$ cat src/rtl/register_sipo_pkg.sv
// Shared definitions for the serial-in / parallel-out capture register:
// FSM state encodings and the bit-counter width helper.
package register_sipo_pkg;

    typedef logic [1:0] state_t;

    localparam state_t S_IDLE  = 2'd0;
    localparam state_t S_SHIFT = 2'd1;
    localparam state_t S_PAR   = 2'd2;
    localparam state_t S_FULL  = 2'd3;

    // Counter must hold 0..n, so it needs clog2(n+1) bits.
    function automatic int cnt_w(input int n);
        return $clog2(n + 1);
    endfunction

endpackage : register_sipo_pkg

$ cat src/rtl/register_sipo_bit_counter.sv
// Accepted-bit counter for register_sipo: synchronous clear/increment with a
// terminal-count flag that marks the last data bit of the word.
module bit_counter
    import register_sipo_pkg::*;
#(
    parameter int n = 16
) (
    input  logic clk,
    input  logic rst,
    input  logic clr,
    input  logic inc,
    output logic tc
);

    localparam int CW = cnt_w(n);

    logic [CW-1:0] cnt_q;
    logic [CW-1:0] cnt_d;

    always_comb begin
        cnt_d = cnt_q;
        if (clr) begin
            cnt_d = '0;
        end else if (inc) begin
            cnt_d = cnt_q + CW'(1);
        end
    end

    always_ff @(posedge clk) begin
        if (rst) begin
            cnt_q <= '0;
        end else begin
            cnt_q <= cnt_d;
        end
    end

    assign tc = (cnt_q == CW'(n - 1));

endmodule : bit_counter

$ cat src/rtl/register_sipo.sv
// Serial-in / parallel-out capture register with valid/ack handshake.
// Optional even-parity check is built when REGISTER_SIPO_PARITY_EN is defined.
module register_sipo
    import register_sipo_pkg::*;
#(
    parameter int n = 16
) (
    input  logic         clk,
    input  logic         rst,
    input  logic         start,
    input  logic         sen,
    input  logic         sin,
    input  logic         ack,
    output logic [n-1:0] pout,
    output logic         valid,
    output logic         busy,
    output logic         perr
);

`ifdef REGISTER_SIPO_PARITY_EN
    localparam state_t S_AFTER_LAST = S_PAR;
`else
    localparam state_t S_AFTER_LAST = S_FULL;
`endif

    state_t       state_q;
    state_t       state_d;
    logic [n-1:0] pout_q;
    logic [n-1:0] pout_d;
    logic         perr_q;
    logic         perr_d;
    logic         cnt_clr;
    logic         cnt_inc;
    logic         cnt_tc;

    bit_counter #(
        .n (n)
    ) u_bit_counter (
        .clk (clk),
        .rst (rst),
        .clr (cnt_clr),
        .inc (cnt_inc),
        .tc  (cnt_tc)
    );

    always_comb begin
        state_d = state_q;
        pout_d  = pout_q;
        perr_d  = perr_q;
        cnt_clr = 1'b0;
        cnt_inc = 1'b0;

        case (state_q)
            S_IDLE: begin
                if (start) begin
                    pout_d  = '0;
                    perr_d  = 1'b0;
                    cnt_clr = 1'b1;
                    state_d = S_SHIFT;
                end
            end

            S_SHIFT: begin
                // start outranks sen: the bit offered alongside a restart is dropped.
                if (start) begin
                    pout_d  = '0;
                    perr_d  = 1'b0;
                    cnt_clr = 1'b1;
                end else if (sen) begin
                    pout_d = {pout_q[n-2:0], sin};
                    if (cnt_tc) begin
                        state_d = S_AFTER_LAST;
                    end else begin
                        cnt_inc = 1'b1;
                    end
                end
            end

`ifdef REGISTER_SIPO_PARITY_EN
            S_PAR: begin
                if (start) begin
                    pout_d  = '0;
                    perr_d  = 1'b0;
                    cnt_clr = 1'b1;
                    state_d = S_SHIFT;
                end else if (sen) begin
                    perr_d  = ^{pout_q, sin};
                    state_d = S_FULL;
                end
            end
`endif

            S_FULL: begin
                // Word stays put until the consumer acks; a lone start is ignored.
                if (ack) begin
                    if (start) begin
                        pout_d  = '0;
                        perr_d  = 1'b0;
                        cnt_clr = 1'b1;
                        state_d = S_SHIFT;
                    end else begin
                        state_d = S_IDLE;
                    end
                end
            end

            default: begin
                state_d = S_IDLE;
            end
        endcase
    end

    always_ff @(posedge clk) begin
        if (rst) begin
            state_q <= S_IDLE;
            pout_q  <= '0;
            perr_q  <= 1'b0;
        end else begin
            state_q <= state_d;
            pout_q  <= pout_d;
            perr_q  <= perr_d;
        end
    end

    assign pout  = pout_q;
    assign valid = (state_q == S_FULL);
    assign busy  = (state_q == S_SHIFT) || (state_q == S_PAR);
`ifdef REGISTER_SIPO_PARITY_EN
    assign perr  = perr_q;
`else
    assign perr  = 1'b0;
`endif

endmodule : register_sipo

$ cat config.mk
export PLATFORM = sky130hd
export DESIGN_NAME = register_sipo
export DESIGN_NICKNAME = d
export VERILOG_FILES = /design/src/rtl/register_sipo_pkg.sv /design/src/rtl/register_sipo_bit_counter.sv /design/src/rtl/register_sipo.sv
export SDC_FILE = /design/constraint.sdc
export NUM_CORES = 1
export LEC_CHECK = 0
export CORE_MARGIN = 2
export CORE_UTILIZATION = 55
export CTS_CLUSTER_SIZE = 14
export DETAILED_ROUTE_END_ITERATION = 8
export PLACE_DENSITY = 0.84
export SETUP_SLACK_MARGIN = 0.05
export SLEW_MARGIN = 0
export SYNTH_ARGS = -nofsm -noshare
export SYNTH_HDL_FRONTEND = slang
export SYNTH_SLANG_ARGS = --single-unit
$ cat constraint.sdc
create_clock -name clk -period 3 [get_ports clk]
set_clock_uncertainty 0.2 [all_clocks]
set_input_delay 0.6 -clock clk [delete_from_list [all_inputs] [get_ports clk]]
set_output_delay 0.6 -clock clk [all_outputs]
set_load 0.1 [all_outputs]
==> run_results.csv, run 1 <==
group,metric,value,unit
detailed_routing,drt-total-wl,2800,um
clock_network,post_cts_buffers,0,
global_routing,grt_pass1_wl,4770,um
clock_network,cts_made_buffers,3,
sta,worst_pin_slew,1210,ps
synthesis,syn_inst,147,
detailed_routing,drc_errors,0,
clock_network,cts_tree,"built",
finish,seq_area,460,sq um
floorplanning,rows,17,
synthesis,synthFlopType,"dfxtp_1",
synthesis,ys_seq_area_share,35.1,%
detailed_routing,viasPerCell,6.19,
finish,synthToLayoutAreaGrowth,14.9,%
synthesis,syn-num-nets,160,
floorplanning,die_area,0.00279,sq mm
setup_path,endpoint_kind,"register",
setup_path,criticalPathCategory,"reg2reg",
placement,hpwl,1870,um
synthesis,ys_warn_count,0,
power,cellPowerDensity,382,mW/mm^2
floorplanning,die_y,52.9,um
placement,place_congestion,0.719,
clock_network,cts-root-buf,"clkbuf_4",
job,cap_violations,0,
floorplanning,fp.dieW,52.9,um
global_routing,grt_start_max_net_pins,36,
finish,fillers,201,
global_routing,antenna_found_initial,0,
clock_network,cts_sinks,23,
floorplanning,start_util,58.8,%
finish,multiInputGateArea,748,sq um
setup_path,crit_chain,"inv_1 > ha_1 > a21oi_2 > or4_1 > a21oi_1",
synthesis,netlist_area,0.00131,sq mm
sta,fin_crit,2360,ps
synthesis,ys_ff_latch,23,
synthesis,avgSynthCellArea,8.93,sq um
placement,portBuffers,23,
global_routing,first_global_vias,1068,
sta,fmax,0.424,GHz
setup_path,cp_slowest_cell,"a21oi_2",
clock_network,clk_latency,330,ps
synthesis,ys_types,34,
synthesis,synth_edf_count,0,
setup_path,startpoint_type,"register",
finish,fin_nets,176,
setup_path,crit_required,3030,ps
sta,drv_slew,0,
finish,n_antenna_cell,0,
setup_path,crit_path_max_incr_delay,940,ps
finish,fin_util,67.5,%
sta,fin_crit_sh,78.5,%
floorplanning,core-area,0.00223,sq mm
detailed_routing,dr.pass1.iters,5,
clock_network,htreeDepth,1,
sta,rsz0062_at_grt,"no",
clock_network,cts_resized,0,
outcome,status,"finished, final reports clean",
global_routing,overflow,0,
synthesis,synthArstFlopShare,0,%
detailed_routing,via_count,1177,
floorplanning,io_pins,25,
sta,hold_viol_final,0,
worst_hold_path,hold_path_class,"reg2reg",
setup_path,cp_max_fo,32,
sta,tns,0,ps
detailed_routing,drt-initial-drc-count,31,
clock_network,path_clk_slew,140,ps
power,p_leak,0.570,nW
setup_path,crit_arrival,2390,ps
global_routing,track_usage,23.0,%
detailed_routing,antenna_left,0,
clock_network,clk_path_buf_depth,2,
detailed_routing,post_drt_wl_per_cell,14.7,um
finish,drive_above_1_share,19.1,%
clock_network,hold_buffers,0,
sta,finalSetupViolCount,0,
sta,relSlewSlack,19.3,%
power,irDropWorstVdd,313,uV
[kinds of logic after synthesis]
family / after synthesis / share of synthesized area [%]
simple gates: 49 / 26.9
compound gates: 45 / 22.5
flops: 23 / 35.1
buf+inv: 21 / 7.91
fa+ha+maj: 7 / 6.67
xor+xnor: 1 / 0.667
other cells: 1 / 0.286
[area by class of cell]
class                           instances  share of cell area (%)
Multi-Input combinational cell        103                    49.6
Sequential cell                        23                    30.5
Timing Repair Buffer                   27                    14.3
Tap cell                               28                    2.32
Clock buffer                            3                    1.49
Inverter                                5                    1.24
Clock inverter                          1                   0.498
[registers in the layout, summed over array words and instances (netlist names)]
register	cells
pout	16
u_bit_counter.cnt_q	5
state_q	2
[per-layer routing]
metal / vias up / track usage, % / share of wire (%) / wire (um)
li1: 591 / - / - / -
met1: 554 / 30.7 / 47 / 1320
met2: 27 / 36.5 / 48 / 1330
met3: 5 / 3.39 / 3.4 / 94
met4: 0 / 10.3 / 1.9 / 52
met5: - / 0 / 0 / 0
[Yosys cell counts (all sizes together) (2+ instances only)]
library cell	number	area, sq um
a21oi	20	104
buf	9	50.1
clkbuf	6	22.5
dfxtp	23	460
ha	7	87.6
inv	5	18.8
nand2	2	7.51
nand3b	17	128
nor2	2	7.51
nor3	2	10.0
o21ai	3	15.0
o31ai	17	128
or3	2	12.5
or4	16	120
[cells in the final DEF (no fill, tap or decap), types with 2 or more instances in the layout]
cell,instances
dfxtp_1,23
buf_4,22
a21oi_1,19
o31ai_1,17
nand3b_1,17
or4_1,16
ha_1,7
inv_1,5
clkdlybuf4s50_1,5
o21ai_0,3
clkbuf_4,3
nor2_1,2
or3_1,2
nand2_1,2
nor3_1,2
[final timing paths]
path / slack [ps] / endpoint / from / cells after the start
max reg2reg: 640 / pout[10]$_SDFFE_PP0P_ / state_q[1]$_SDFFE_PP0P_ / 5
min: 280 / pout[15]$_SDFFE_PP0P_ / pout[15]$_SDFFE_PP0P_ / 2
min reg2reg: 280 / pout[15]$_SDFFE_PP0P_ / pout[15]$_SDFFE_PP0P_ / 2
max: 640 / pout[10]$_SDFFE_PP0P_ / state_q[1]$_SDFFE_PP0P_ / 5
[power breakdown]
part	internal (mW)	leakage, nW	switching (mW)
logic	0.0322	0.370	0.0747
registers	0.309	0.186	0.00314
clock network	0.0512	0.0139	0.105
total	0.392	0.570	0.183
[stage by stage]
| step | hold slack [ps] | power, mW | cells | worst slack, ps | area (sq um) |
|---|---|---|---|---|---|
| 6_report | 277 | 0.576 | 190 | 644 | 1510 |
| 5_1_grt | 322 | 0.601 | 190 | 350 | 1510 |
| 4_1_cts | 281 | 0.580 | 190 | 652 | 1510 |
| 3_5_place_dp | 261 | 0.426 | 186 | 333 | 1480 |
| 3_3_place_gp | 255 | 0.422 | 186 | 443 | 1480 |
| 2_1_floorplan | 254 | 0.405 | 147 | 401 | 1310 |
[critical path, delay by kind of cell, from the launching register on]
| family | cells | cell delay, ps |
|---|---|---|
| buf+inv | 1 | 110 |
| compound gates | 2 | 1010 |
| fa+ha+maj | 1 | 220 |
| flops | 1 | 450 |
| simple gates | 1 | 250 |
Note: power is estimated with default switching activity, not from simulation.
==> inputs of run 2 (changes only) <==
CORE_ASPECT_RATIO = 0.5   (was not set)
CORE_UTILIZATION = 46   (was 55)
PLACE_DENSITY = 0.75   (was 0.84)
clock period = 2.13 ns   (was 3 ns; I/O delays follow)
==> run_results.csv, run 2 (synthesis gave the netlist of run 1 again) <==
group,metric,value,unit
worst_hold_path,holdPathEnd,"pout[15]$_SDFFE_PP0P_",
finish,drive_above_1_share,23.8,%
clock_network,path_clk_slew,80,ps
floorplanning,rows,13,
sta,fmax,0.493,GHz
placement,place_congestion,0.763,
setup_path,r2r_cells,6,
finish,n_antenna_cell,0,
floorplanning,start_util,49.5,%
finish,largest_register_ffs,16,
finish,fillers,191,
clock_network,cts_made_buffers,3,
detailed_routing,via_count,1225,
power,fin_total_pwr,0.903,mW
clock_network,cts_tree,"built",
sta,hold_viol_final,0,
worst_hold_path,hold_depth,2,
floorplanning,die_area,0.00332,sq mm
clock_network,clk_path_buf_depth,2,
clock_network,cts-root-buf,"clkbuf_8",
global_routing,first_global_vias,1060,
setup_path,crit_arrival,2020,ps
setup_path,startpoint_type,"input pin",
placement,portBuffers,23,
sta,fin_crit,2030,ps
clock_network,htreeDepth,1,
setup_path,reg2reg_from,"u_bit_counter.cnt_q[0]$_SDFFE_PP0P_",
detailed_routing,dr.pass1.iters,4,
global_routing,antenna_found_initial,0,
floorplanning,fp.dieW,79.5,um
setup_path,crit_required,2120,ps
placement,hpwl,1960,um
global_routing,grt_start_max_net_pins,36,
detailed_routing,drc_errors,0,
sta,relSlewSlack,57.3,%
global_routing,track_usage,18.9,%
sta,tns,0,ps
detailed_routing,antenna_left,0,
sta,drv_slew,0,
floorplanning,io_pins,25,
power,cellPowerDensity,483,mW/mm^2
detailed_routing,drt-initial-drc-count,115,
finish,synthToLayoutAreaGrowth,42.5,%
setup_path,endpoint_kind,"register",
sta,rsz0062_at_grt,"no",
setup_path,r2r_slack,160,ps
worst_hold_path,min-delay-start,"pout[15]$_SDFFE_PP0P_",
setup_path,r2r_end,"u_bit_counter.cnt_q[3]$_SDFFE_PP0P_",
clock_network,post_cts_buffers,0,
finish,fin_nets,186,
floorplanning,core-area,0.00265,sq mm
global_routing,grt_pass1_wl,4930,um
detailed_routing,drt-total-wl,2950,um
finish,final_cell_mix,"23 x dfxtp_1, 19 x a21oi_1, 19 x buf_12",
finish,final_common_cell,"dfxtp_1",
outcome,status,"finished, final reports clean",
setup_path,criticalPathCategory,"in2reg",
clock_network,clk_latency,270,ps
detailed_routing,viasPerCell,5.86,
detailed_routing,post_drt_wl_per_cell,14.1,um
worst_hold_path,hold_path_class,"reg2reg",
job,cap_violations,0,
setup_path,cp_max_fo,22,
global_routing,overflow,0,
sta,finalSetupViolCount,0,
clock_network,cts_sinks,23,
power,p_leak,0.680,nW
power,irDropWorstVdd,284,uV
sta,hold_ws,270,ps
finish,fin_util,70.6,%
sta,fin_crit_sh,95.2,%
floorplanning,die_y,41.8,um
sta,worst_pin_slew,638,ps
==> run 2: how the worst max path moves through the flow <==
stage / start / to / cells after the start
detailed placement: sen / pout[14]$_SDFFE_PP0P_ / 5
finish: start / state_q[0]$_SDFFE_PP0P_ / 5
CTS: start / state_q[0]$_SDFFE_PP0P_ / 5
global route: start / state_q[0]$_SDFFE_PP0P_ / 5
floorplan: state_q[1]$_SDFFE_PP0P_ / pout[1]$_SDFFE_PP0P_ / 6
global placement: sen / pout[0]$_SDFFE_PP0P_ / 5
==> run 2: repair_timing <==
| action | CTS | global route |
|---|---|---|
| gates resized for setup | 1 | 1 |
| hold buffers | 0 | 0 |
| hold endpoints to repair | 0 | 0 |
| setup endpoints to repair | 5 | 1 |
==> run 2: area by class of cell <==
cell class / instances / area [sq um] / area share, %
multi-input combinational: 103 / 768 / 41.1
sequential: 23 / 460 / 24.6
inverter: 5 / 18.8 / 1.00
timing repair buffer: 37 / 532 / 28.4
tap: 37 / 46.3 / 2.47
clock buffer: 4 / 45.0 / 2.41
==> run 2: metrics by stage <==
stage / cell area [sq um] / worst slack, ps / std cells
finish: 1870 / 103 / 209
global route: 1870 / 64.4 / 209
CTS: 1870 / 71.9 / 209
detailed placement: 1810 / -325 / 205
global placement: 1810 / -208 / 205
floorplan: 1330 / 64.8 / 147
==> run 2: where the power goes <==
group / leakage, nW / internal [mW] / switching [mW] / total [mW]
combinational: 0.472 / 0.0716 / 0.114 / 0.186
sequential: 0.186 / 0.434 / 0.00406 / 0.438
clock: 0.0228 / 0.134 / 0.145 / 0.279
total: 0.680 / 0.640 / 0.263 / 0.903
==> run 2: critical path, cell delays in order <==
cell	delay, ps
clkdlybuf4s50_1	540
buf_6	200
and2b_4	210
a2111o_1	400
a221oi_2	250
==> run 2: routing by layer <==
metal  track usage (%)  wire, um
met1              23.7      1340
met2              30.3      1440
met3              5.87       124
met4              7.59        45
met5                 0         0
